### src/rtl/genius_vga_seq_tx.sv
// Genius sprite-interface transmitter: plays latched colour sequences as timed
// VGA_FLAG pulses, echoes single presses and shows timed lose/win indications.
module genius_vga_seq_tx #(
  parameter int ON_CYCLES  = 25000000,
  parameter int OFF_CYCLES = 12500000,
  parameter int END_CYCLES = 100000000,
  parameter int MAX_LEN    = 16
) (
  input  logic                 CLK,
  input  logic                 RESET,
  input  logic                 START,
  input  logic [4:0]           LEN,
  input  logic [2*MAX_LEN-1:0] SEQ,
  input  logic                 ECHO_REQ,
  input  logic [1:0]           ECHO_COLOR,
  input  logic                 LOSE_REQ,
  input  logic                 WIN_REQ,
  output logic                 VGA_FLAG,
  output logic [1:0]           VGA,
  output logic                 VGA_LOSE,
  output logic                 VGA_WIN,
  output logic                 BUSY,
  output logic                 DONE,
  output logic [2:0]           dbg_state
);

  localparam int MAX_ON_OFF = (ON_CYCLES > OFF_CYCLES) ? ON_CYCLES : OFF_CYCLES;
  localparam int MAX_CYC    = (MAX_ON_OFF > END_CYCLES) ? MAX_ON_OFF : END_CYCLES;
  localparam int CW         = $clog2(MAX_CYC) + 1;
  localparam int LW         = $clog2(MAX_LEN + 1);

  localparam logic [CW-1:0] ON_LD  = CW'(ON_CYCLES - 1);
  localparam logic [CW-1:0] OFF_LD = CW'(OFF_CYCLES - 1);
  localparam logic [CW-1:0] END_LD = CW'(END_CYCLES - 1);

  localparam logic [2:0] IDLE      = 3'd0;
  localparam logic [2:0] SHOW_ON   = 3'd1;
  localparam logic [2:0] SHOW_GAP  = 3'd2;
  localparam logic [2:0] LOSE_HOLD = 3'd3;
  localparam logic [2:0] WIN_HOLD  = 3'd4;
  localparam logic [2:0] END_GAP   = 3'd5;

  logic [2:0]           state;
  logic [CW-1:0]        cnt;
  logic [LW-1:0]        idx;
  logic [LW-1:0]        len_q;
  logic [2*MAX_LEN-1:0] seq_q;
  logic [LW-1:0]        len_clamp;
  logic [LW-1:0]        nxt_idx;
  logic [1:0]           nxt_color;
  logic                 lose_ok;

  // Requests are single-cycle strobes with no ready: a request is taken only
  // on the edge where the current state can accept it, otherwise it is dropped.
  assign len_clamp = (int'(LEN) > MAX_LEN) ? LW'(MAX_LEN) : LW'(LEN);
  assign nxt_idx   = idx + LW'(1);
  assign nxt_color = seq_q[{nxt_idx, 1'b0} +: 2];
  assign lose_ok   = LOSE_REQ && (state == IDLE || state == SHOW_ON || state == SHOW_GAP);
  assign dbg_state = state;

  always_ff @(posedge CLK) begin
    if (!RESET) begin
      state    <= IDLE;
      cnt      <= '0;
      idx      <= '0;
      len_q    <= '0;
      seq_q    <= '0;
      VGA_FLAG <= 1'b0;
      VGA      <= 2'b00;
      VGA_LOSE <= 1'b0;
      VGA_WIN  <= 1'b0;
      BUSY     <= 1'b0;
      DONE     <= 1'b0;
    end else begin
      DONE <= 1'b0;
      if (lose_ok) begin
        state    <= LOSE_HOLD;
        VGA_FLAG <= 1'b0;
        VGA_LOSE <= 1'b1;
        BUSY     <= 1'b1;
        cnt      <= END_LD;
      end else begin
        case (state)
          IDLE: begin
            if (WIN_REQ) begin
              state   <= WIN_HOLD;
              VGA_WIN <= 1'b1;
              BUSY    <= 1'b1;
              cnt     <= END_LD;
            end else if (START) begin
              seq_q <= SEQ;
              len_q <= len_clamp;
              idx   <= '0;
              if (len_clamp == '0) begin
                DONE <= 1'b1;
              end else begin
                state    <= SHOW_ON;
                VGA_FLAG <= 1'b1;
                VGA      <= SEQ[1:0];
                BUSY     <= 1'b1;
                cnt      <= ON_LD;
              end
            end else if (ECHO_REQ) begin
              // An echo is just a one-element sequence.
              seq_q    <= {{(2*MAX_LEN-2){1'b0}}, ECHO_COLOR};
              len_q    <= LW'(1);
              idx      <= '0;
              state    <= SHOW_ON;
              VGA_FLAG <= 1'b1;
              VGA      <= ECHO_COLOR;
              BUSY     <= 1'b1;
              cnt      <= ON_LD;
            end
          end
          SHOW_ON: begin
            if (cnt == '0) begin
              state    <= SHOW_GAP;
              VGA_FLAG <= 1'b0;
              cnt      <= OFF_LD;
            end else begin
              cnt <= cnt - CW'(1);
            end
          end
          SHOW_GAP: begin
            if (cnt == '0) begin
              if (nxt_idx < len_q) begin
                idx      <= nxt_idx;
                state    <= SHOW_ON;
                VGA_FLAG <= 1'b1;
                VGA      <= nxt_color;
                cnt      <= ON_LD;
              end else begin
                state <= IDLE;
                DONE  <= 1'b1;
                BUSY  <= 1'b0;
              end
            end else begin
              cnt <= cnt - CW'(1);
            end
          end
          LOSE_HOLD, WIN_HOLD: begin
            if (cnt == '0) begin
              state    <= END_GAP;
              VGA_LOSE <= 1'b0;
              VGA_WIN  <= 1'b0;
              cnt      <= OFF_LD;
            end else begin
              cnt <= cnt - CW'(1);
            end
          end
          END_GAP: begin
            if (cnt == '0) begin
              state <= IDLE;
              DONE  <= 1'b1;
              BUSY  <= 1'b0;
            end else begin
              cnt <= cnt - CW'(1);
            end
          end
          default: state <= IDLE;
        endcase
      end
    end
  end

endmodule

### config.mk
export PLATFORM = sky130hd
export DESIGN_NAME = genius_vga_seq_tx
export DESIGN_NICKNAME = d
export VERILOG_FILES = /design/src/rtl/genius_vga_seq_tx.sv
export SDC_FILE = /design/constraint.sdc
export NUM_CORES = 1
export LEC_CHECK = 0
export CORE_MARGIN = 2
export CORE_UTILIZATION = 35
export CTS_BUF_LIST = sky130_fd_sc_hd__clkbuf_4 sky130_fd_sc_hd__clkbuf_8 sky130_fd_sc_hd__clkbuf_16
export DETAILED_ROUTE_END_ITERATION = 8
export PLACE_DENSITY = 0.61
export SYNTH_ARGS = -nofsm -noshare
export SYNTH_HDL_FRONTEND = slang
export SYNTH_SLANG_ARGS = --single-unit
### constraint.sdc
create_clock -name CLK -period 3.3 [get_ports CLK]
set_input_delay 0.33 -clock CLK [delete_from_list [all_inputs] [get_ports CLK]]
set_output_delay 0.33 -clock CLK [all_outputs]
set_load 0.02 [all_outputs]
After elaboration in Yosys (flattened, before gate mapping)
Index checks and enable logic that the tools add are counted.

Add/subtract/negate cells: 2. Multiply operators: 0. Div/mod/pow operators: 0. Magnitude comparators: 2. Eq/ne operators: 27. Shift operators: 1. Multiplexer cells: 63. Bitwise operators: 3. Reduce and logical (&&, ||, !) cells: 29.

Operator list (count): 28-bit two-way mux (8); 28-bit one-hot mux with 4 select lines (1); 32-bit two-way mux (2); 5-bit two-way mux (8); 32-bit by 7-bit variable part select with 2-bit output (1); 28-bit zero test (1); 28-bit by 1-bit subtractor with 28-bit output (second input constant) (1); 27-bit two-way mux (1); 3-bit two-way mux (8); 6-bit AND reduction (4); 1-bit two-way mux (21); 3-bit != test (second input constant) (6); 3-bit one-hot mux with 5 select lines (1); 2-bit two-way mux (7); 7-bit AND reduction (2); 2-bit != test (second input constant) (5); 5-bit != test (second input constant) (2); 5-bit one-hot mux with 2 select lines (1); 5-bit AND reduction (2); 2-bit nonzero test (5); 3-bit by 2-bit != test with 1-bit output (second input constant) (3); 1-bit one-hot mux with 3 select lines (3); 4-bit != test (second input constant) (2); 4-bit AND reduction (2); other kinds (21) (30).

Bits in registers: 80. Latch bits: 0. RAM bits: 0. ROM bits: 0. Bits of input ports: 45. Output and inout port bits: 10. Word-level logic and storage cells: 140. Memories: 0.

Logic depth before layout (Yosys ltp)
Gate-level depths: netlist of the first run.

Depth in word-level cells: 8. Gate-level depth with buffers: 13. Mapped depth without buffers: 11.

Worst setup path before layout of the first run
OpenSTA, ideal clock, no wires.

Kind: flip-flop to flip-flop. From: register idx[0]. To: register cnt[15]. Setup time: 0.119 ns. Data arrival time: 2.809 ns. Data required time: 3.181 ns. Slack: 0.372 ns. Stages on the path, launching flop included: 13. Buffers on the path: 3. Clock period less this slack: 2.928 ns. Cell sequence: dfxtp_1 -> buf_1 -> nand3_1 -> xor2_1 -> inv_1 -> ha_1 -> a21oi_1 -> a21boi_0 -> o2111ai_1 -> and3_1 -> buf_6 -> buf_6 -> o221a_2.

Longest elaborated chain between the ends: 4.

Ends and longest elaborated chain: start, declared (RTL line 45) `logic [LW-1:0] idx;`; start signal, assigned (RTL line 127) `idx <= nxt_idx;`; 5-bit by 1-bit adder with 5-bit output (RTL line 56) `assign nxt_idx = idx + LW'(1);`; 5-bit less-than comparator (RTL line 126) `if (nxt_idx < len_q) begin`; 4-bit by 3-bit != test with 1-bit output (no line); 5-bit AND reduction (no line); end signal, assigned (RTL line 121) `cnt <= cnt - CW'(1);`; end signal, assigned (RTL line 138) `cnt <= cnt - CW'(1);`; end signal, assigned (RTL line 148) `cnt <= cnt - CW'(1);`; end, declared (RTL line 44) `logic [CW-1:0] cnt;`.

Every way passes these cells. A chain may end at the register's enable or synchronous reset.

Worst setup path after layout of the first run
From: register idx[0]. To: register cnt[1].

Same word-level chain as after synthesis.

==> results by group, run 1 <==
Run status
  – Status: finished, final reports clean

Timing
  – Max-slew violations: 0
  – Final hold slack: 0.450 ns
  – Worst-Margin Slew: 1.14 ns
  – Post-layout min period: 3.04 ns
  – Hold Fails Final Rpt: 0
  – Fin Setup TNS: 0 ns
  – Setup Viol. Count Final: 0
  – Clk_skew: 0.00728 ns
  – F_max: 329 MHz
  – RSZ-0062 raised after global routing: no
  – Slew headroom: 0.237
  – Final WS setup: 0.261 ns
  – Final period utilization: 0.921

Critical path
  – R2r worst-path depth: 12
  – RR Endpoint: cnt[1]
  – Critical path type: reg -> reg
  – CP Capture Type: register
  – Nature of the critical path startpoint: register
  – Reg-to-reg critical path startpoint: idx[0]
  – CP arrival: 3.30 ns
  – Crit path max fanout: 14
  – Worst path required time: 3.56 ns
  – R2R Setup Slk: 0.26 ns

Die
  – Starting density of the core: 0.357
  – Boundary Pins: 55
  – Core Region: 13200 µm²
  – Row count: 42
  – Die Wd: 120 µm
  – Die height: 120 µm
  – Die area: 14400 µm²

Detailed routing
  – Via-to-Cell Ratio: 5.75
  – Routed via count: 4632
  – Final wirelength: 13700 µm
  – DR DRC count: 0
  – Initial DRT Pass Iterations: 7
  – Initial drt markers: 427
  – Post-route ant nets: 0
  – Wire length per cell: 17.0 µm

Pwr
  – Gate power share: 0.249
  – Pwr/cell area: 491 nW/µm²
  – Sw Pwr: 0.000917 W
  – Cell Int Power: 0.00188 W
  – Clock Power Share: 0.344
  – Leakage: 2.02 nW
  – Flop pwr share: 0.407
  – Max IR drop VDD: 243 µV
  – Switching share of power: 0.328

Min path
  – Worst hold start: len_q[4]
  – Hold Crit Endpoint: len_q[4]
  – Worst hold path cell count: 2
  – Hold Crit Class: reg -> reg

Placed design
  – Pre-CTS setup slack: 0.185 ns
  – Placed insts: 790
  – GP Congestion: 0.879
  – Hpwl dp: 9780 µm
  – PortBufs: 54

Cells and area
  – Ant diodes: 0
  – Nets@finish: 677
  – Filler instances: 1302
  – Synthesis-to-finish area growth: 20.9%
  – Final cell count without fillers: 806
  – Final core occ: 0.432
  – Share of cells above drive strength 1: 0.122

Logic synthesis
  – Post-synthesis sequential area ratio: 0.340
  – Main flop type after synthesis: dfxtp_1
  – Post-synth top area share: 0.340
  – Synth unique cells: 74
  – Mapped Area: 4710 µm²
  – Top post-synthesis cells by count: dfxtp_1 (80), nand2_1 (69), a21oi_1 (66)
  – Top-count cell post-synth: dfxtp_1
  – Syn_nets: 634
  – Async set-reset flop share out of synthesis: 0
  – Number of synthesized flops with an enable pin: 0
  – Synth area leader: dfxtp_1
  – Synth Register Bits: 80
  – Largest cells by area after synthesis: dfxtp_1 (34%), a21oi_1 (7.0%), nand2_1 (5.5%), nand3_1 (5.4%), mux4_2 (3.8%)
  – Post-Syn Area per Cell: 8.10 µm²
  – Syn Inst Count: 582
  – Total number of yosys warnings: 0

GRT
  – Vias in the first global route: 4310
  – First-pass GRT wire length: 22000 µm
  – Aggregate global routing overflow: 0
  – Initial antenna violation count: 0
  – GRT Total Usage: 0.190
  – Largest net degree at the start of global routing: 55

Clock tree
  – Clk Latency, worst-skew pair: 0.34 ns
  – Resized cells post-CTS: 0
  – Root Buffer: clkbuf_16
  – Cts bufs inserted: 9
  – Clock Pin Slew Worst Setup and Hold Paths: 0.06 ns
  – Htree depth: 3
  – CTS sink count: 80
  – Post-CTS setup buffers: 0
  – Hold-fix buffers, CTS: 0
  – CTS max path bufs: 2
  – TritonCTS clock tree: done

Flow run
  – Max-cap violations: 0
[worst max-delay path by stage]
| stage | startpoint | end | slack [ns] | depth (start not counted) |
|---|---|---|---|---|
| 2_1_floorplan | idx[0] | cnt[15] | 0.37 | 12 |
| 6_report | idx[0] | cnt[1] | 0.26 | 12 |
| 3_3_place_gp | idx[0] | cnt[1] | 0.34 | 12 |
| 3_5_place_dp | idx[0] | cnt[1] | 0.18 | 12 |
| 4_1_cts | idx[0] | cnt[1] | 0.14 | 12 |
| 5_1_grt | idx[0] | cnt[4] | 0.05 | 12 |
[cell families after synthesis]
| group | after synthesis | synth area share |
|---|---|---|
| mux | 14 | 0.0515 |
| flops | 80 | 0.340 |
| fa+ha+maj | 7 | 0.0186 |
| buf+inv | 57 | 0.0568 |
| xor+xnor | 6 | 0.0111 |
| simple gates | 245 | 0.279 |
| compound gates | 173 | 0.243 |
[sequential cells by signal, summed over array words and instances (netlist names), 2 cells and up]
register	count
seq_q	32
cnt	28
idx	5
len_q	5
dbg_state	3
VGA	2
[power groups by stage]
| stage | sequential (W) | combinational, W | clock, W |
|---|---|---|---|
| 2_1_floorplan | 0.00114 | 0.000476 | 0 |
| 3_3_place_gp | 0.00115 | 0.000676 | 0 |
| 3_5_place_dp | 0.00116 | 0.000685 | 0 |
| 4_1_cts | 0.00113 | 0.000689 | 0.000977 |
| 5_1_grt | 0.00115 | 0.000755 | 0.00102 |
| 6_report | 0.00114 | 0.000696 | 0.000962 |
[routing by layer]
layer / part of all wire / up-vias / wire length (µm) / GRT usage
met5: 0 / - / 0 / 0
met4: 0.024 / 0 / 328 / 0.0647
met3: 0.055 / 27 / 754 / 0.0466
met2: 0.48 / 182 / 6590 / 0.315
met1: 0.44 / 2176 / 6070 / 0.242
li1: - / 2247 / - / -
[cells in the final DEF, fill, tap and decap left out, types with 4 or more instances in the layout]
master / n
a211oi_1: 6
a21o_1: 5
a21oi_1: 66
a31oi_1: 11
and2_1: 8
and3_1: 9
buf_4: 18
clkbuf_16: 9
clkdlybuf4s50_1: 54
dfxtp_1: 80
ha_1: 7
inv_1: 15
mux2i_1: 4
mux4_2: 8
nand2_1: 69
nand3_1: 51
nor2_1: 33
nor2b_1: 6
nor3_1: 20
nor4_1: 7
nor4_4: 4
o2111ai_1: 4
o211ai_1: 4
o21a_1: 8
o21ai_0: 29
o221a_2: 7
o31ai_1: 4
or3_1: 6
xor2_1: 5
[critical path, cell delays in order, from the launching register on]
cell       delay [ns]
dfxtp_1          0.39
ha_1             0.26
nand3_1          0.11
xor2_1           0.25
inv_1            0.11
ha_1             0.29
and4_1           0.19
a21o_1           0.22
o2111ai_1        0.24
and3_2           0.39
buf_4            0.20
nor2_1           0.05
a311oi_2         0.22
[per-stage QoR]
step / power (W) / cell area (µm²)
final: 0.00280 / 5700
after floorplan: 0.00161 / 4710
after detailed placement: 0.00184 / 5410
after CTS: 0.00280 / 5700
after global placement: 0.00183 / 5410
after global routing: 0.00292 / 5700
[area by class of cell]
class,instances,area (µm²),share of cell area
Clock inverter,5,38.8,0.00681
Tap cell,176,220,0.0386
Timing Repair Buffer,72,676,0.119
Inverter,17,63.8,0.0112
Clock buffer,11,246,0.0433
Sequential cell,80,1600,0.281
Multi-Input combinational cell,445,2850,0.500
Power figures use the tool's default switching activity.
==> inputs of run 2 (changes only) <==
Clock period 3.3 ns to 3.72 ns, I/O delays scaled along.
==> results by group, run 2 (synthesis gave the netlist of run 1 again) <==
Die
  – Boundary Pins: 55
  – Die area: 14400 µm²
  – Die Wd: 120 µm
  – Starting density of the core: 0.357
  – Die height: 120 µm
  – Row count: 42
  – Core Region: 13200 µm²

Cells and area
  – Nets@finish: 672
  – Most frequent cells in the layout: dfxtp_1 (80), nand2_1 (69), a21oi_1 (66)
  – Share of cells above drive strength 1: 0.115
  – Commonest non-fill, non-tap cell in the layout: dfxtp_1
  – Most flops, register: seq_q
  – Biggest regs: seq_q (32), cnt (28)
  – Filler instances: 1311
  – Synthesis-to-finish area growth: 21.5%
  – Ant diodes: 0
  – Largest register FFs: 32

Placed design
  – PortBufs: 54
  – GP Congestion: 0.868
  – Hpwl dp: 9930 µm

Timing
  – F_max: 311 MHz
  – RSZ-0062 raised after global routing: no
  – Setup Viol. Count Final: 0
  – Fin Setup TNS: 0 ns
  – Post-layout min period: 3.22 ns
  – Clk_skew: 0.00731 ns
  – Slew headroom: 0.236
  – Hold Fails Final Rpt: 0
  – Worst-Margin Slew: 1.15 ns
  – Final period utilization: 0.865
  – Max-slew violations: 0

Pwr
  – Max IR drop VDD: 225 µV
  – Pwr/cell area: 465 nW/µm²
  – Leakage: 2.03 nW
  – Power Total: 0.00266 W

Min path
  – Worst hold start: seq_q[26]
  – Worst hold path cell count: 2
  – Hold Crit Class: reg -> reg

Detailed routing
  – Routed via count: 4697
  – Via-to-Cell Ratio: 5.86
  – Post-route ant nets: 0
  – DR DRC count: 0
  – Wire length per cell: 17.1 µm
  – Initial drt markers: 418
  – Final wirelength: 13700 µm
  – Initial DRT Pass Iterations: 5

Run status
  – Status: finished, final reports clean

Clock tree
  – Clk Latency, worst-skew pair: 0.34 ns
  – Root Buffer: clkbuf_16
  – CTS sink count: 80
  – Hold-fix buffers, CTS: 0
  – Htree depth: 3
  – CTS max path bufs: 2
  – Cts bufs inserted: 9
  – Clock Pin Slew Worst Setup and Hold Paths: 0.06 ns
  – TritonCTS clock tree: done

GRT
  – Vias in the first global route: 4522
  – First-pass GRT wire length: 22300 µm
  – Largest net degree at the start of global routing: 41
  – Initial antenna violation count: 0
  – Aggregate global routing overflow: 0
  – GRT Total Usage: 0.194

Flow run
  – Max-cap violations: 0

Critical path
  – Setup crit start: idx[0]
  – CP Capture Type: register
  – Critical path type: reg -> reg
  – Crit path max fanout: 23
  – R2r worst-path depth: 11
  – Nature of the critical path startpoint: register
  – Reg-to-reg critical path startpoint: idx[0]
  – CP arrival: 3.44 ns
  – Worst path required time: 3.95 ns
run 2: routing by layer:
layer | wire (µm) | vias to the layer above | track usage
met2 | 6350 | 187 | 0.314
met3 | 804 | 42 | 0.0428
met1 | 5970 | 2225 | 0.243
li1 | - | 2243 | -
met4 | 543 | 0 | 0.0926
met5 | 0 | - | 0
run 2: worst paths after layout:
check / end / slack (ns)
hold reg to reg: seq_q[26] / 0.45
hold / removal: seq_q[26] / 0.45
setup reg to reg: cnt[15] / 0.50
setup / recovery: cnt[15] / 0.50
run 2: power breakdown:
part	leakage [nW]	switching (W)	internal, W
Clock	0.173	0.000362	0.000682
Sequential	0.654	0.0000894	0.000921
Combinational	1.21	0.000350	0.000260
run 2: cell type report:
cell class,instances,area [µm²],area share
clock inverters,5,104,0.0181
multi-input cells,445,2850,0.498
repair buffers,67,638,0.111
inverters,17,63.8,0.0111
clock buffers,11,246,0.0431
well taps,176,220,0.0385
flip-flops and latches,80,1600,0.280
run 2: worst max-delay path: stages (launching register included):
cell,delay [ns]
dfxtp_1,0.53
ha_1,0.29
nand3_1,0.11
xor2_1,0.22
inv_1,0.10
ha_1,0.29
and4_1,0.19
a21o_1,0.22
o2111ai_1,0.22
and3_2,0.50
nand2_1,0.16
o221a_2,0.29
run 2: repair_timing:
item,CTS,global route
setup endpoints to repair,0,8
buffers inserted,0,0
gates resized for setup,0,1
run 2: through the flow:
step | util | cells | hold WS [ns] | setup slack, ns | instance area (µm²)
6_report | 0.434 | 801 | 0.449 | 0.503 | 5730
4_1_cts | 0.434 | 801 | 0.452 | 0.149 | 5720
5_1_grt | 0.434 | 801 | 0.461 | 0.256 | 5730
3_5_place_dp | 0.407 | 785 | 0.446 | 0.193 | 5370
2_1_floorplan | - | 582 | 0.429 | 0.792 | 4710
3_3_place_gp | 0.407 | 785 | 0.436 | 0.371 | 5370
==> inputs of run 3 (changes only) <==
Settings changed: PLACE_DENSITY 0.61 to not set, PLACE_DENSITY_LB_ADDON set to 0.12, RECOVER_POWER set to 100.
==> results by group, run 3 (synthesis gave the netlist of run 1 again) <==
Run status
  – Status: complete, but fails checks
  – Failing checks: max-capacitance violations, max-slew violations

Critical path
  – Reg-to-reg critical path startpoint: idx[0]
  – Critical path type: reg -> reg
  – CP Capture Type: register
  – CP arrival: 3.61 ns
  – Nature of the critical path startpoint: register
  – Worst path required time: 3.96 ns
  – CP cell instances: ha_1 > nand3_1 > xor2_1 > inv_1 > ha_1 > and4_1 > a21o_1 > o2111ai_1 > and3_1 > nand2_1 > o221a_2
  – Setup crit start: idx[0]
  – Slowest-stage cell, CP: and3_1
  – CP most frequent cell: ha_1
  – Crit path largest cell delay: 0.76 ns
  – Crit path max fanout: 23

Flow run
  – Max-cap violations: 1

Placed design
  – PortBufs: 54
  – GP Congestion: 0.819
  – Placed insts: 782
  – Pre-CTS setup slack: 0.438 ns
  – Hpwl dp: 10200 µm

Timing
  – Final WS setup: 0.347 ns
  – Slew headroom: -0.103
  – Final hold slack: 0.448 ns
  – Max-slew violations: 41
  – Final period utilization: 0.907
  – Fin Setup TNS: 0 ns
  – RSZ-0062 raised after global routing: no
  – Hold Fails Final Rpt: 0
  – Setup Viol. Count Final: 0
  – Post-layout min period: 3.37 ns
  – Worst-Margin Slew: 1.66 ns
  – F_max: 296 MHz
  – Clk_skew: 0.00525 ns

Clock tree
  – Cts bufs inserted: 9
  – CTS max path bufs: 2
  – Htree depth: 3
  – Clock Pin Slew Worst Setup and Hold Paths: 0.06 ns
  – CTS sink count: 80
  – Resized cells post-CTS: 0
  – Post-CTS setup buffers: 0
  – Root Buffer: clkbuf_16
  – Hold-fix buffers, CTS: 0
  – TritonCTS clock tree: done
  – Clk Latency, worst-skew pair: 0.35 ns

GRT
  – GRT Total Usage: 0.208
  – Most used routing layer: met2
  – Initial antenna violation count: 0
  – Met1 Usage GRT: 0.272
  – Largest net degree at the start of global routing: 55
  – Vias in the first global route: 4515
  – Aggregate global routing overflow: 0
  – Global Route met2 Usage: 0.342
  – Met3 usage: 0.0537
  – First-pass GRT wire length: 23800 µm

Cells and area
  – Commonest non-fill, non-tap cell in the layout: dfxtp_1
  – Largest register FFs: 32
  – Multi-input gate area: 2810 µm²
  – Most flops, register: seq_q
  – Most frequent cells in the layout: dfxtp_1 (80), nand2_1 (70), a21oi_1 (66)
  – Share of cells above drive strength 1: 0.0935
  – Nets@finish: 669
  – Final cell count without fillers: 796
  – Synthesis-to-finish area growth: 18.6%
  – Register area: 1600 µm²
  – Biggest regs: seq_q (32), cnt (28)
  – Filler instances: 1335
  – Ant diodes: 0

Die
  – Boundary Pins: 55
  – Core Region: 13200 µm²
  – Row count: 42
  – Die height: 120 µm
  – Die Wd: 120 µm
  – Die area: 14400 µm²
  – Starting density of the core: 0.357

Detailed routing
  – DR DRC count: 0
  – Routed via count: 4573
  – Initial drt markers: 370
  – Final wirelength: 14200 µm
  – Initial DRT Pass Iterations: 5
  – Via-to-Cell Ratio: 5.74
  – Wire length per cell: 17.8 µm
  – Post-route ant nets: 0

Pwr
  – Max IR drop VDD: 221 µV
  – Leakage: 1.98 nW
  – Pwr/cell area: 443 nW/µm²

Min path
  – Hold Crit Class: reg -> reg
  – Worst hold start: seq_q[28]
-- run 3: changes by cell type in the layout (fill, tap and decap cells not counted), moves of 2 or more --
cell | before | now
and3_1 | 9 | 11
buf_4 | 13 | 9
bufinv_16 | 3 | 1
clkdlybuf4s50_1 | 54 | 44
dlygate4sd3_1 | 0 | 10
-- run 3: routing by layer --
metal	part of all wire	vias to the layer above
met2	0.49	151
met3	0.060	14
met4	0.011	0
li1	-	2224
met1	0.44	2184
met5	0	-
-- run 3: area by class of cell --
type | count | area share
tap | 176 | 0.0394
multi-input combinational | 445 | 0.503
sequential | 80 | 0.286
timing repair buffer | 64 | 0.109
clock inverter | 4 | 0.00850
inverter | 17 | 0.0114
clock buffer | 10 | 0.0416
-- run 3: final timing paths --
path / endpoint / cells past startpoint / slack, ns
max: cnt[23] / 11 / 0.35
min: seq_q[28] / 2 / 0.45
max reg2reg: cnt[23] / 11 / 0.35
min reg2reg: seq_q[28] / 2 / 0.45
-- run 3: report_power, final --
part | leakage (nW) | internal, W | total, W | switching (W)
Combinational | 1.19 | 0.000250 | 0.000594 | 0.000345
Clock | 0.138 | 0.000517 | 0.000871 | 0.000353
Sequential | 0.654 | 0.000921 | 0.00101 | 0.0000907
-- run 3: worst max-delay path, delay by kind of cell (launching register included) --
family / cells / cell delay (ns)
and+or+nand+nor: 4 / 1.26
AOI/OAI and AO/OA: 3 / 0.74
adders and majority gates: 2 / 0.54
DFF: 1 / 0.37
xor gates and xnor gates: 1 / 0.24
buffers and inverters: 1 / 0.10
-- run 3: stage by stage --
stage / util / power, W / cell area, µm²
global route: 0.424 / 0.00261 / 5590
CTS: 0.427 / 0.00251 / 5630
finish: 0.424 / 0.00248 / 5590
detailed placement: 0.406 / 0.00163 / 5350
global placement: 0.406 / 0.00162 / 5350
floorplan: - / 0.00143 / 4710
